[src/rtl/reg_bus_pkg.sv]
// Shared definitions for the register-bus initiator.
// Holds the FSM state encoding and the address-to-select decode helper.
// The state encoding uses plain localparams so that legacy tools and
// waveform viewers see stable numeric codes.
package reg_bus_pkg;

    localparam logic [2:0] StIdle    = 3'd0;
    localparam logic [2:0] StSelect  = 3'd1;
    localparam logic [2:0] StCapture = 3'd2;
    localparam logic [2:0] StWrite   = 3'd3;
    localparam logic [2:0] StRespond = 3'd4;

    // Largest register count the fabric supports.
    localparam int unsigned MaxRegs = 16;

    // One bit of the one-hot-low select decode.
    // Returns 0 (selected) when addr targets register idx, else 1.
    function automatic logic decode_cs_bit(input int unsigned addr, input int unsigned idx);
        return (addr != idx);
    endfunction

endpackage

[src/rtl/reg_bus_controller_if.sv]
// Bundle of request/response handshake and shared register-bus signals.
//   master : requester side (drives requests, consumes responses, resolves bus_rdata)
//   slave  : controller side (accepts requests, drives cs/reg_ce/bus_wdata)
// Signals:
//   req_valid/req_ready/req_write/req_addr/req_wdata : request channel
//   rsp_valid/rsp_ready/rsp_rdata/rsp_err            : response channel
//   cs (active-low select), reg_ce (write enable), bus_wdata, bus_rdata
interface reg_bus_controller_if #(
    parameter int unsigned NrOfBits = 32,
    parameter int unsigned NrOfRegs = 4,
    parameter int unsigned AddrBits = 2
);
    logic                req_valid;
    logic                req_ready;
    logic                req_write;
    logic [AddrBits-1:0] req_addr;
    logic [NrOfBits-1:0] req_wdata;

    logic                rsp_valid;
    logic                rsp_ready;
    logic [NrOfBits-1:0] rsp_rdata;
    logic                rsp_err;

    logic [NrOfRegs-1:0] cs;
    logic [NrOfRegs-1:0] reg_ce;
    logic [NrOfBits-1:0] bus_wdata;
    logic [NrOfBits-1:0] bus_rdata;

    modport master (
        output req_valid, req_write, req_addr, req_wdata, rsp_ready, bus_rdata,
        input  req_ready, rsp_valid, rsp_rdata, rsp_err, cs, reg_ce, bus_wdata
    );

    modport slave (
        input  req_valid, req_write, req_addr, req_wdata, rsp_ready, bus_rdata,
        output req_ready, rsp_valid, rsp_rdata, rsp_err, cs, reg_ce, bus_wdata
    );

endinterface

[src/rtl/reg_bus_decoder.sv]
// Combinational address decoder for the shared register bus.
// Ports:
//   addr     : register index
//   enable   : allow any select/enable to assert
//   cs       : per-register select, active-low one-hot (all ones when idle)
//   reg_ce   : per-register write enable, active-high one-hot or zero
//   addr_err : addr is outside the populated register range
module reg_bus_decoder
    import reg_bus_pkg::*;
#(
    parameter int unsigned NrOfRegs = 4,
    parameter int unsigned AddrBits = 2
) (
    input  logic [AddrBits-1:0] addr,
    input  logic                enable,
    output logic [NrOfRegs-1:0] cs,
    output logic [NrOfRegs-1:0] reg_ce,
    output logic                addr_err
);

    assign addr_err = (32'(addr) >= NrOfRegs);

    always_comb begin
        cs     = '1;
        reg_ce = '0;
        for (int unsigned i = 0; i < NrOfRegs; i++) begin
            if (enable && !addr_err) begin
                cs[i]     = decode_cs_bit(32'(addr), i);
                reg_ce[i] = !decode_cs_bit(32'(addr), i);
            end
        end
    end

endmodule

[src/rtl/reg_bus_controller.sv]
// Initiator for the shared tri-state register bus.
// Accepts one read or write request at a time and returns a single response.
// Reads drive the target cs low, wait SettleCycles, capture bus_rdata.
// Writes hold reg_ce for the target until a Tick-qualified edge commits it.
// Ports:
//   Clock  : system clock
//   Reset  : asynchronous active-low reset
//   Tick   : global clock-enable; a write commits on an edge where Tick=1
//   bus    : request/response handshake plus cs/reg_ce/bus_wdata/bus_rdata
module reg_bus_controller
    import reg_bus_pkg::*;
#(
    parameter int unsigned NrOfBits     = 32,
    parameter int unsigned NrOfRegs     = 4,
    parameter int unsigned AddrBits     = 2,
    parameter int unsigned SettleCycles = 1
) (
    input logic                Clock,
    input logic                Reset,
    input logic                Tick,
    reg_bus_controller_if.slave bus
);

    localparam logic [2:0] SettleLoad = 3'(SettleCycles - 1);

    logic [2:0]          state_q, state_d;
    logic [AddrBits-1:0] addr_q;
    logic [AddrBits-1:0] dec_addr;
    logic [2:0]          settle_q;
    logic                req_ready_q;
    logic                rsp_valid_q;
    logic                rsp_err_q;
    logic [NrOfBits-1:0] rsp_rdata_q;
    logic [NrOfBits-1:0] bus_wdata_q;

    logic                accept;
    logic                dec_en;
    logic                dec_err;
    logic                selecting;
    logic [NrOfRegs-1:0] dec_cs;
    logic [NrOfRegs-1:0] dec_ce;

    // req_ready is only high in IDLE, so accept implies IDLE.
    assign accept = bus.req_valid & req_ready_q;

    // In IDLE the decoder looks at the incoming address so the range check is
    // available at the accepting edge; afterwards it follows the latched one.
    assign dec_addr  = (state_q == StIdle) ? bus.req_addr : addr_q;
    assign dec_en    = (state_q == StSelect) || (state_q == StCapture) ||
                       (state_q == StWrite);
    assign selecting = (state_q == StSelect) || (state_q == StCapture);

    reg_bus_decoder #(
        .NrOfRegs (NrOfRegs),
        .AddrBits (AddrBits)
    ) u_decoder (
        .addr     (dec_addr),
        .enable   (dec_en),
        .cs       (dec_cs),
        .reg_ce   (dec_ce),
        .addr_err (dec_err)
    );

    always_comb begin
        state_d = state_q;
        case (state_q)
            StIdle: begin
                if (accept) begin
                    if (dec_err) begin
                        state_d = StRespond;
                    end else if (bus.req_write) begin
                        state_d = StWrite;
                    end else begin
                        state_d = StSelect;
                    end
                end
            end
            StSelect: begin
                if (settle_q == 3'd0) begin
                    state_d = StCapture;
                end
            end
            StCapture: state_d = StRespond;
            StWrite: begin
                if (Tick) begin
                    state_d = StRespond;
                end
            end
            StRespond: begin
                if (bus.rsp_ready) begin
                    state_d = StIdle;
                end
            end
            default: state_d = StIdle;
        endcase
    end

    always_ff @(posedge Clock or negedge Reset) begin
        if (!Reset) begin
            state_q     <= StIdle;
            addr_q      <= '0;
            settle_q    <= 3'd0;
            req_ready_q <= 1'b0;
            rsp_valid_q <= 1'b0;
            rsp_err_q   <= 1'b0;
            rsp_rdata_q <= '0;
            bus_wdata_q <= '0;
        end else begin
            state_q     <= state_d;
            req_ready_q <= (state_d == StIdle);
            rsp_valid_q <= (state_d == StRespond);

            if (accept) begin
                addr_q      <= bus.req_addr;
                settle_q    <= SettleLoad;
                rsp_rdata_q <= '0;
                rsp_err_q   <= dec_err;
                // Register D inputs keep the last written value between writes.
                if (bus.req_write && !dec_err) begin
                    bus_wdata_q <= bus.req_wdata;
                end
            end else begin
                if ((state_q == StSelect) && (settle_q != 3'd0)) begin
                    settle_q <= settle_q - 3'd1;
                end
                if (state_q == StCapture) begin
                    rsp_rdata_q <= bus.bus_rdata;
                end
            end
        end
    end

    // Selects and enables come straight from state so an async reset clears
    // them immediately; cs and reg_ce are never active in the same state.
    assign bus.cs        = selecting ? dec_cs : '1;
    assign bus.reg_ce    = (state_q == StWrite) ? dec_ce : '0;
    assign bus.bus_wdata = bus_wdata_q;
    assign bus.req_ready = req_ready_q;
    assign bus.rsp_valid = rsp_valid_q;
    assign bus.rsp_rdata = rsp_rdata_q;
    assign bus.rsp_err   = rsp_err_q;

endmodule

[src/flat_wrapper.sv]
// flat-port wrapper written by rule: the top's interface ports become plain ports
module reg_bus_controller_flat import reg_bus_pkg::*;
#(
    parameter int unsigned NrOfBits     = 32,
    parameter int unsigned NrOfRegs     = 4,
    parameter int unsigned AddrBits     = 2,
    parameter int unsigned SettleCycles = 1
)
  (Clock, Reset, Tick, bus_req_valid, bus_req_write, bus_req_addr, bus_req_wdata, bus_rsp_ready, bus_bus_rdata, bus_req_ready, bus_rsp_valid, bus_rsp_rdata, bus_rsp_err, bus_cs, bus_reg_ce, bus_bus_wdata);
  reg_bus_controller_if #(.NrOfBits(NrOfBits), .NrOfRegs(NrOfRegs), .AddrBits(AddrBits)) bus_i ();
  input logic Clock;
  input logic Reset;
  input logic Tick;
  input wire logic [$bits(bus_i.req_valid)-1:0] bus_req_valid;
  input wire logic [$bits(bus_i.req_write)-1:0] bus_req_write;
  input wire logic [$bits(bus_i.req_addr)-1:0] bus_req_addr;
  input wire logic [$bits(bus_i.req_wdata)-1:0] bus_req_wdata;
  input wire logic [$bits(bus_i.rsp_ready)-1:0] bus_rsp_ready;
  input wire logic [$bits(bus_i.bus_rdata)-1:0] bus_bus_rdata;
  output wire logic [$bits(bus_i.req_ready)-1:0] bus_req_ready;
  output wire logic [$bits(bus_i.rsp_valid)-1:0] bus_rsp_valid;
  output wire logic [$bits(bus_i.rsp_rdata)-1:0] bus_rsp_rdata;
  output wire logic [$bits(bus_i.rsp_err)-1:0] bus_rsp_err;
  output wire logic [$bits(bus_i.cs)-1:0] bus_cs;
  output wire logic [$bits(bus_i.reg_ce)-1:0] bus_reg_ce;
  output wire logic [$bits(bus_i.bus_wdata)-1:0] bus_bus_wdata;
  assign bus_i.req_valid = bus_req_valid;
  assign bus_i.req_write = bus_req_write;
  assign bus_i.req_addr = bus_req_addr;
  assign bus_i.req_wdata = bus_req_wdata;
  assign bus_i.rsp_ready = bus_rsp_ready;
  assign bus_i.bus_rdata = bus_bus_rdata;
  assign bus_req_ready = bus_i.req_ready;
  assign bus_rsp_valid = bus_i.rsp_valid;
  assign bus_rsp_rdata = bus_i.rsp_rdata;
  assign bus_rsp_err = bus_i.rsp_err;
  assign bus_cs = bus_i.cs;
  assign bus_reg_ce = bus_i.reg_ce;
  assign bus_bus_wdata = bus_i.bus_wdata;
  reg_bus_controller #(.NrOfBits(NrOfBits), .NrOfRegs(NrOfRegs), .AddrBits(AddrBits), .SettleCycles(SettleCycles)) u_core (.Clock(Clock), .Reset(Reset), .Tick(Tick), .bus(bus_i));
endmodule
[config.mk]
export PLATFORM = sky130hd
export DESIGN_NAME = reg_bus_controller_flat
export DESIGN_NICKNAME = d
export VERILOG_FILES = /design/src/rtl/reg_bus_pkg.sv /design/src/rtl/reg_bus_controller_if.sv /design/src/rtl/reg_bus_decoder.sv /design/src/rtl/reg_bus_controller.sv /design/src/flat_wrapper.sv
export SDC_FILE = /design/constraint.sdc
export NUM_CORES = 1
export LEC_CHECK = 0
export CORE_ASPECT_RATIO = 0.75
export CORE_MARGIN = 5
export CORE_UTILIZATION = 24
export CTS_BUF_LIST = sky130_fd_sc_hd__clkbuf_8
export DETAILED_ROUTE_END_ITERATION = 16
export HOLD_SLACK_MARGIN = 0.06
export PLACE_DENSITY = 0.64
export SLEW_MARGIN = 20
export SYNTH_ARGS = -nofsm -noshare
export SYNTH_HDL_FRONTEND = slang
export SYNTH_SLANG_ARGS = --single-unit
[constraint.sdc]
create_clock -name Clock -period 1.4 [get_ports Clock]
set_input_delay 0.14 -clock Clock [delete_from_list [all_inputs] [get_ports Clock]]
set_output_delay 0.14 -clock Clock [all_outputs]
set_load 0.03 [all_outputs]
## After elaboration in Yosys (flattened, before gate mapping)

Cells that the tools add are included.

| storage, ports and cells | value |
|---|---|
| output and inout port bits | 75 |
| memories kept | 0 |
| memory bits (read-only) | 0 |
| RAM bits | 0 |
| bits in registers | 74 |
| word-level logic and storage cells | 53 |
| latch bits | 0 |
| input port bits | 72 |

| operators by class | value |
|---|---|
| add/sub/neg operators | 1 |
| reductions and logical operators | 15 |
| $lt $le $gt $ge | 0 |
| muxes and demuxes | 21 |
| shift operators | 0 |
| multipliers | 0 |
| equal/unequal tests | 8 |
| bitwise gates (word level) | 1 |
| divide/modulo/power cells | 0 |

Operators by type and width:

| operator | number |
|---|---|
| $mux W32 | 2 |
| $mux W3 | 6 |
| $pmux W3 S5 | 1 |
| $logic_not A3 Y1 | 3 |
| $mux W1 | 8 |
| $mux W4 | 2 |
| $eq A3 B2 Y1 const B | 2 |
| $eq A3 B3 Y1 const B | 2 |
| $reduce_bool A2 Y1 | 3 |
| $logic_not A1 Y1 | 4 |
| $mux W2 | 2 |
| $ne A2 B2 Y1 const B | 2 |
| $eq A3 B1 Y1 const B | 1 |
| $reduce_bool A3 Y1 | 1 |
| $sub A3 B1 Y3 const B | 1 |
| $logic_or A1 B1 Y1 | 2 |
| $ne A2 B1 Y1 const B | 1 |
| $reduce_and A2 Y1 | 1 |
| $and A1 B1 Y1 | 1 |
| $logic_and A1 B1 Y1 | 1 |

## Logic depth before layout (Yosys ltp)

Gate-level depths: netlist of run 1.

| depth | value |
|---|---|
| word-level depth | 6 |
| depth in mapped cells | 6 |
| depth with buffers taken out | 6 |

## By module

A second synthesis of run 1 with hierarchy kept.

| second synthesis, totals | value |
|---|---|
| cell total of the unflattened synthesis | 286 |
| area total of the unflattened synthesis | 3,175.5 um2 |

By module, submodules not included:

| module | instances | area each (um2) | sequential area each (um2) | cells an instance |
|---|---|---|---|---|
| reg_bus_controller | 1 | 3,100.5 | 1,876.8 | 276 |
| reg_bus_decoder | 1 | 75.1 | 0.0 | 10 |

## Least setup slack after synthesis of run 1

Ideal clock, no wire load.

| path | value |
|---|---|
| path type | flip-flop to output port |
| start | register u_core.state_q[0] |
| end | output bus_reg_ce[0] |
| slack | -0.239 ns |
| data arrival time | 1.499 ns |
| cell stages (with the launch flop) | 4 |
| required time | 1.260 ns |
| buffers on the path | 1 |
| cells stage by stage | dfrtp_1 -> buf_2 -> nand2_1 -> nor4_1 |

| on the way | value |
|---|---|
| longest elaborated chain between the ends | 6 |
| elaborated cells on any way between the ends | 11 |

RTL lines:

| what | line | RTL |
|---|---|---|
| from (decl) | reg_bus_controller.sv:26 | `logic [2:0] state_q, state_d;` |
| from (signal assigned) | reg_bus_controller.sv:100 | `state_q <= StIdle;` |
| from (signal assigned) | reg_bus_controller.sv:109 | `state_q <= state_d;` |
| $logic_not A3 Y1 | reg_bus_controller.sv:48 | `assign dec_addr = (state_q == StIdle) ? bus.req_addr : addr_q;` |
| $mux W2 | reg_bus_controller.sv:48 |  |
| $reduce_bool A2 Y1 | reg_bus_pkg.sv:19 | `return (addr != idx);` |
| $logic_not A1 Y1 | reg_bus_decoder.sv:29 | `reg_ce[i] = !decode_cs_bit(32'(addr), i);` |
| $mux W1 | reg_bus_decoder.sv:27 | `if (enable && !addr_err) begin` |
| $mux W4 (*) | reg_bus_controller.sv:136 | `assign bus.reg_ce = (state_q == StWrite) ? dec_ce : '0;` |
| to (decl) | flat_wrapper.sv:25 | `output wire logic [$bits(bus_i.reg_ce)-1:0] bus_reg_ce;` |

Every way passes the cells marked *; elsewhere a longest branch is shown, timed or not.

## Worst setup path in the final report of run 1

| path | value |
|---|---|
| start | register u_core.state_q[0] |
| end | output bus_cs[1] |

| on the way | value |
|---|---|
| longest elaborated chain between the ends | 5 |
| elaborated cells on any way between the ends | 10 |

RTL lines:

| what | line | RTL |
|---|---|---|
| $logic_not A3 Y1 (tied with other cells) | reg_bus_controller.sv:48 |  |
| $mux W2 / $logic_or A1 B1 Y1 (equally long branches) | reg_bus_controller.sv:48, reg_bus_controller.sv:49, reg_bus_controller.sv:51 |  |
| $ne A2 B1 Y1 / $logic_or A1 B1 Y1 (equally long branches) | reg_bus_pkg.sv:19, reg_bus_controller.sv:49 |  |
| $mux W1 | reg_bus_decoder.sv:27 |  |
| $mux W4 (*) | reg_bus_controller.sv:135 | `assign bus.cs = selecting ? dec_cs : '1;` |
| to (decl) | flat_wrapper.sv:24 | `output wire logic [$bits(bus_i.cs)-1:0] bus_cs;` |

Marked as above.

==> flow_summary.yaml, run 1 <==
outcome:
  run_status: "complete, but fails checks"
  violations: "setup timing"
die:
  dieArea_mm2: 0.0146
  core_area_mm2: 0.0122
  io_pins: 147
  die_w_um: 138
  rows: 35
  start_util: 0.242
  die_y_um: 106
setup_path:
  crit_chain: "buf_6 -> xor2_2 -> nor2b_4 -> nand2_1 -> buf_6"
  path_common_cell: "buf_6"
  crit_fanout: 4
  required_ps: 1260
  crit_type: "register to output port"
  slowest_delay_ps: 420
  regToRegSetupSlack_ps: -170
  setup.worst_path.start_class: "register"
  critical-path-slowest-cell: "dfrtp_1"
  endpoint_kind: "output port"
  cp_data_arrival_time_ps: 1450
timing:
  finalClockSkew_ps: 9.57
  min_period_over_period: 1.14
  fin_crit_ps: 1590
  setup_viol: 43
  fmax_mhz: 629
  worst_slack_ps: -190
  fin_setup_tns_ps: -5570
  rsz0062_at_grt: "yes"
  final_max_slew_viol_count: 0
  tightest_slew_ps: 820
  finalHoldViolCount: 0
  maxSlewHeadroom: 0.453
placed_design:
  numPortBuffers: 145
  preCtsSetupSlack_ps: -336
  hpwl_um: 5810
  dpl.cell_count: 512
  gp_congestion: 0.690
  placed_cell_area_mm2: 0.00474
yosys:
  synth_top_family_by_area: "multiplexers"
  synthDistinctLibCells: 31
  synth.top_cell.area_share: 0.628
  synthCells: 203
  synth.area.mux_share: 0.134
  ys_ff_latch: 74
  synth_area_leaders: "dfrtp_1 (63%), mux2_1 (11%), a22o_1 (9.5%), buf_6 (3.1%), mux2_2 (1.9%)"
  syn_area_per_cell_um2: 14.5
  synth_compound_area_frac: 0.116
  yosys.area_share.simple: 0.0527
  ys_seq_area_frac: 0.628
  yosys.area.top_type: "dfrtp_1"
  yosysWarnings: 0
  synth_xor_xnor_area_share: 0.00892
  synth_fp_nets: 277
  yosys.area_share.adder: 0.00849
  synth_area_mm2: 0.00295
power_and_ir_drop:
  ir_drop_v: 0.00119
  total_power_mw: 11.2
  p_per_area_mw_per_mm2: 2080
  p_leak_nw: 2.60
clock_network:
  clock_sink_count: 74
  path_clk_slew_ps: 80
  cts_buffer_depth: 2
  htreeDepth: 3
  numCtsBuffers: 9
  cts_root_buffer: "clkbuf_8"
  cts_tree: "yes"
  clock_latency_ps: 350
global_routing:
  grt_pass1_vias: 2538
  grt-ovfl-total: 0
  grt_max_degree: 33
  grt_pass1_wl_um: 13200
  antenna_found_initial: 1
  grt_use_total: 0.117
final_layout:
  final_common_cell: "dfrtp_1"
  instances_no_fill: 554
  stdcell_area_mm2: 0.00538
  final_nets: 456
  final_cell_mix: "dfrtp_1 (72), clkdlybuf4s50_1 (69), dlygate4sd2_1 (66)"
  drive_gt1_frac: 0.315
  area_growth_pct: 82.6
  fillCellCount: 1142
route:
  via_per_inst: 4.26
  drc: 0
  vias: 2360
  drt_iter0_drc: 59
  wirelength_um: 9480
  wire_per_inst_um: 17.1
  drtAntennaViolNets: 0
  drt_first_pass_iters: 4
worst_hold_path:
  holdCritPathClass: "input port to async pin"
run:
  cap_violations: 0
[report_power, final]
group          internal (mW)  switching (mW)
logic                   2.59            3.09
registers               2.91           0.479
clock network           1.26           0.859
[metrics by stage]
step | util | hold slack, ps
after global routing | 0.442 | 260
after global placement | 0.389 | 87.4
final | 0.442 | 247
after CTS | 0.421 | 242
after floorplan | - | -156
after detailed placement | 0.389 | 84.5
[final cells by class]
| class | count | area [um2] | area share |
|---|---|---|---|
| antenna | 1 | 2.50 | 0.000465 |
| clock buffer | 10 | 138 | 0.0256 |
| clock inverter | 6 | 121 | 0.0226 |
| inverter | 4 | 17.5 | 0.00326 |
| multi-input combinational | 115 | 1290 | 0.239 |
| sequential | 74 | 1850 | 0.345 |
| tap | 166 | 208 | 0.0386 |
| timing repair buffer | 178 | 1750 | 0.326 |
[path summary, 6_finish.rpt]
| path | startpoint | to | depth (start not counted) |
|---|---|---|---|
| setup / recovery | u_core.state_q[0] | bus_cs[1] | 5 |
| hold / removal | Reset | u_core.bus.bus_wdata[18] | 2 |
| setup reg to reg | u_core.state_q[0] | u_core.bus.rsp_rdata[25] | 7 |
| hold reg to reg | u_core.bus.bus_wdata[2] | u_core.bus.bus_wdata[2] | 1 |
| max in group asynchronous | Reset | u_core.addr_q[1] | 3 |
| min in group Clock | bus_bus_rdata[28] | u_core.bus.rsp_rdata[28] | 2 |
[synth_stat cells (all sizes together)]
| library cell | count |
|---|---|
| a31oi | 1 |
| mux2 | 35 |
| inv | 4 |
| o21ba | 1 |
| nand3 | 4 |
| o32ai | 1 |
| nor3 | 3 |
| nor2b | 4 |
| nand2b | 1 |
| a22oi | 1 |
| conb | 1 |
| nor3b | 1 |
| nand2 | 6 |
| nand4 | 1 |
| xor2 | 2 |
| o21ai | 1 |
| dfrtp | 74 |
| nor2 | 8 |
| ha | 2 |
| buf | 15 |
| a22o | 32 |
| xnor2 | 1 |
| and2 | 1 |
| nor4 | 1 |
| o41ai | 2 |
[kinds of logic after synthesis]
| group | Yosys count |
|---|---|
| flip-flops | 74 |
| multiplexers | 35 |
| adder cells (fa/ha/maj) | 2 |
| buffers and inverters | 19 |
| AO/OA/AOI/OAI | 39 |
| XOR/XNOR | 3 |
| AND/OR/NAND/NOR | 30 |
| other | 1 |
[registers in the layout, indices dropped and copies added (netlist names)]
| signal | cells |
|---|---|
| u_core.addr_q | 2 |
| u_core.bus.bus_wdata | 32 |
| u_core.bus.req_ready | 1 |
| u_core.bus.rsp_rdata | 32 |
| u_core.bus.rsp_valid | 1 |
| u_core.settle_q | 3 |
| u_core.state_q | 3 |
[worst max-delay path, delay by kind of cell (launching register included)]
| kind | cells | cell delay (ps) |
|---|---|---|
| xor gates and xnor gates | 1 | 170 |
| buffers and inverters | 2 | 290 |
| DFF | 1 | 420 |
| and+or+nand+nor | 2 | 240 |
[layer usage]
metal / GRT usage / part of all wire / up-vias
met5: 0 / 0 / -
met4: 0.0331 / 0.0083 / 0
met3: 0.0544 / 0.088 / 8
met2: 0.177 / 0.46 / 101
met1: 0.149 / 0.44 / 1146
li1: - / - / 1105
[repair_timing]
action | CTS | global route
hold buffers | 1 | 0
pin swaps | 15 | 8
setup buffers | 7 | 8
endpoints found under the setup margin | 139 | 61
hold endpoints to repair | 74 | 0
resized for setup | 91 | 18
cloned | 3 | 6
No activity file was read; power rests on OpenSTA's default activity.
==> run 2: changes to the inputs <==
--- a/config.mk
+++ b/config.mk
@@ -5,7 +5,7 @@
 export SDC_FILE = /design/constraint.sdc
 export NUM_CORES = 1
 export LEC_CHECK = 0
-export CORE_ASPECT_RATIO = 0.75
+export CORE_ASPECT_RATIO = 1.2
 export CORE_MARGIN = 5
 export CORE_UTILIZATION = 24
 export CTS_BUF_LIST = sky130_fd_sc_hd__clkbuf_8
==> run 2 against run 1 <==
  * The flow still finishes with violations (setup timing)
  * Highest routed layer unchanged
  * Largest cell class unchanged
  * Die area hardly changed
  * Via count decreased by 0.72%
  * Final area down 1.8%
  * Sequential cell count stayed put
  * Clock power is 23% lower
  * Critical path type unchanged
  * Combinational power fell by 1%
  * Hold slack got worse by 0.61 ps
==> flow_summary.yaml, run 2 (same netlist as run 1, synthesis figures left out) <==
placed_design:
  preCtsSetupSlack_ps: -328
  numPortBuffers: 145
  gp_congestion: 0.757
  placed_cell_area_mm2: 0.00474
  dpl.cell_count: 508
  hpwl_um: 6020
timing:
  holdWs_ps: 246
  worst_slack_ps: -170
  rsz0062_at_grt: "yes"
  min_period_over_period: 1.12
  finalHoldViolCount: 0
  maxSlewHeadroom: 0.436
  fin_crit_ps: 1570
  fmax_mhz: 637
  finalClockSkew_ps: 7.42
  tightest_slew_ps: 846
  setup_viol: 42
  final_max_slew_viol_count: 0
route:
  wire_per_inst_um: 16.9
  vias: 2343
  wirelength_um: 9180
  via_per_inst: 4.32
  wl_met2_um: 4540
  dr_wl_met3_um: 622
  drt_iter0_drc: 81
  drt-met1-wl_um: 3860
  drt_first_pass_iters: 4
  drc: 0
  top_layer: "met4"
  drtAntennaViolNets: 0
die:
  core_area_mm2: 0.0121
  rows: 44
  io_pins: 147
  start_util: 0.244
  die_w_um: 111
  dieArea_mm2: 0.0146
  die_y_um: 131
final_layout:
  final_cell_mix: "dfrtp_1 (72), clkdlybuf4s50_1 (69), dlygate4sd2_1 (66)"
  antenna_cells: 0
  final_nets: 450
  final_common_cell: "dfrtp_1"
  drive_gt1_frac: 0.325
  instances_no_fill: 542
  stdcell_area_mm2: 0.00529
  area_growth_pct: 79.4
global_routing:
  grt_pass1_vias: 2579
  grt_pass1_wl_um: 14000
  grt_use_total: 0.121
  antenna_found_initial: 0
  grt_max_degree: 33
  grt-ovfl-total: 0
power_and_ir_drop:
  p_per_area_mw_per_mm2: 2020
  ir_drop_v: 0.000806
  p_leak_nw: 2.55
worst_hold_path:
  holdCritPathClass: "input port to async pin"
run:
  cap_violations: 0
outcome:
  violations: "setup timing"
  run_status: "complete, but fails checks"
clock_network:
  numCtsBuffers: 9
  cts_root_buffer: "clkbuf_8"
  cts_tree: "yes"
  htreeDepth: 3
  clock_latency_ps: 340
  cts_buffer_depth: 2
  clock_sink_count: 74
  path_clk_slew_ps: 80
setup_path:
  crit_fanout: 3
  setup.worst_path.start_class: "register"
  required_ps: 1260
  cp_data_arrival_time_ps: 1430
  crit_type: "register to output port"
  endpoint_kind: "output port"
## run 2: path summary, 6_finish.rpt
path	cells past startpoint	to	slack, ps	startpoint
max in group asynchronous	3	u_core.bus.bus_wdata[3]	690	Reset
hold reg to reg	1	u_core.bus.rsp_rdata[26]	500	u_core.bus.rsp_rdata[26]
hold / removal	2	u_core.state_q[2]	250	Reset
setup reg to reg	6	u_core.bus.rsp_rdata[14]	-150	u_core.state_q[0]
setup / recovery	5	bus_cs[0]	-170	u_core.state_q[0]
min in group Clock	2	u_core.bus.rsp_rdata[23]	390	bus_bus_rdata[23]
## run 2: timing repair
item / 4_1_cts / 5_1_grt
setup endpoints to repair: 140 / 60
setup buffers: 7 / 5
gates cloned: 3 / 2
hold endpoints to repair: 74 / 0
gates resized for setup: 85 / 41
pin swaps: 5 / 11
hold buffers: 1 / 0
## run 2: routing by layer
metal  vias to the layer above  global-route usage
met2                        93               0.193
met1                      1152               0.147
li1                       1086                   -
met5                         -                   0
met4                         0              0.0568
met3                        12              0.0437
## run 2: report_power, final
part | internal, mW | switching [mW]
clock network | 0.899 | 0.742
registers | 2.92 | 0.494
logic | 2.56 | 3.05
## run 2: final cells by class
cell class | count | area (um2)
clock buffer | 11 | 151
inverter | 4 | 20.0
multi-input combinational | 114 | 1330
fill | 1105 | 6770
clock inverter | 5 | 46.3
sequential | 74 | 1850
timing repair buffer | 173 | 1680
tap | 161 | 201
## run 2: per-stage QoR
stage	power, mW	TNS [ps]	util
after global routing	11.3	-8500	0.438
after floorplan	6.59	-306	-
final	10.7	-5070	0.438
after global placement	8.64	-30140	0.393
after detailed placement	8.74	-18020	0.393
after CTS	10.2	-6370	0.417
## run 2: worst max-delay path, cell delays in order, from the launching register on
cell,delay (ps)
dfrtp_1,390
buf_6,130
xor2_2,170
nor2b_4,190
nand2_2,70
buf_6,140
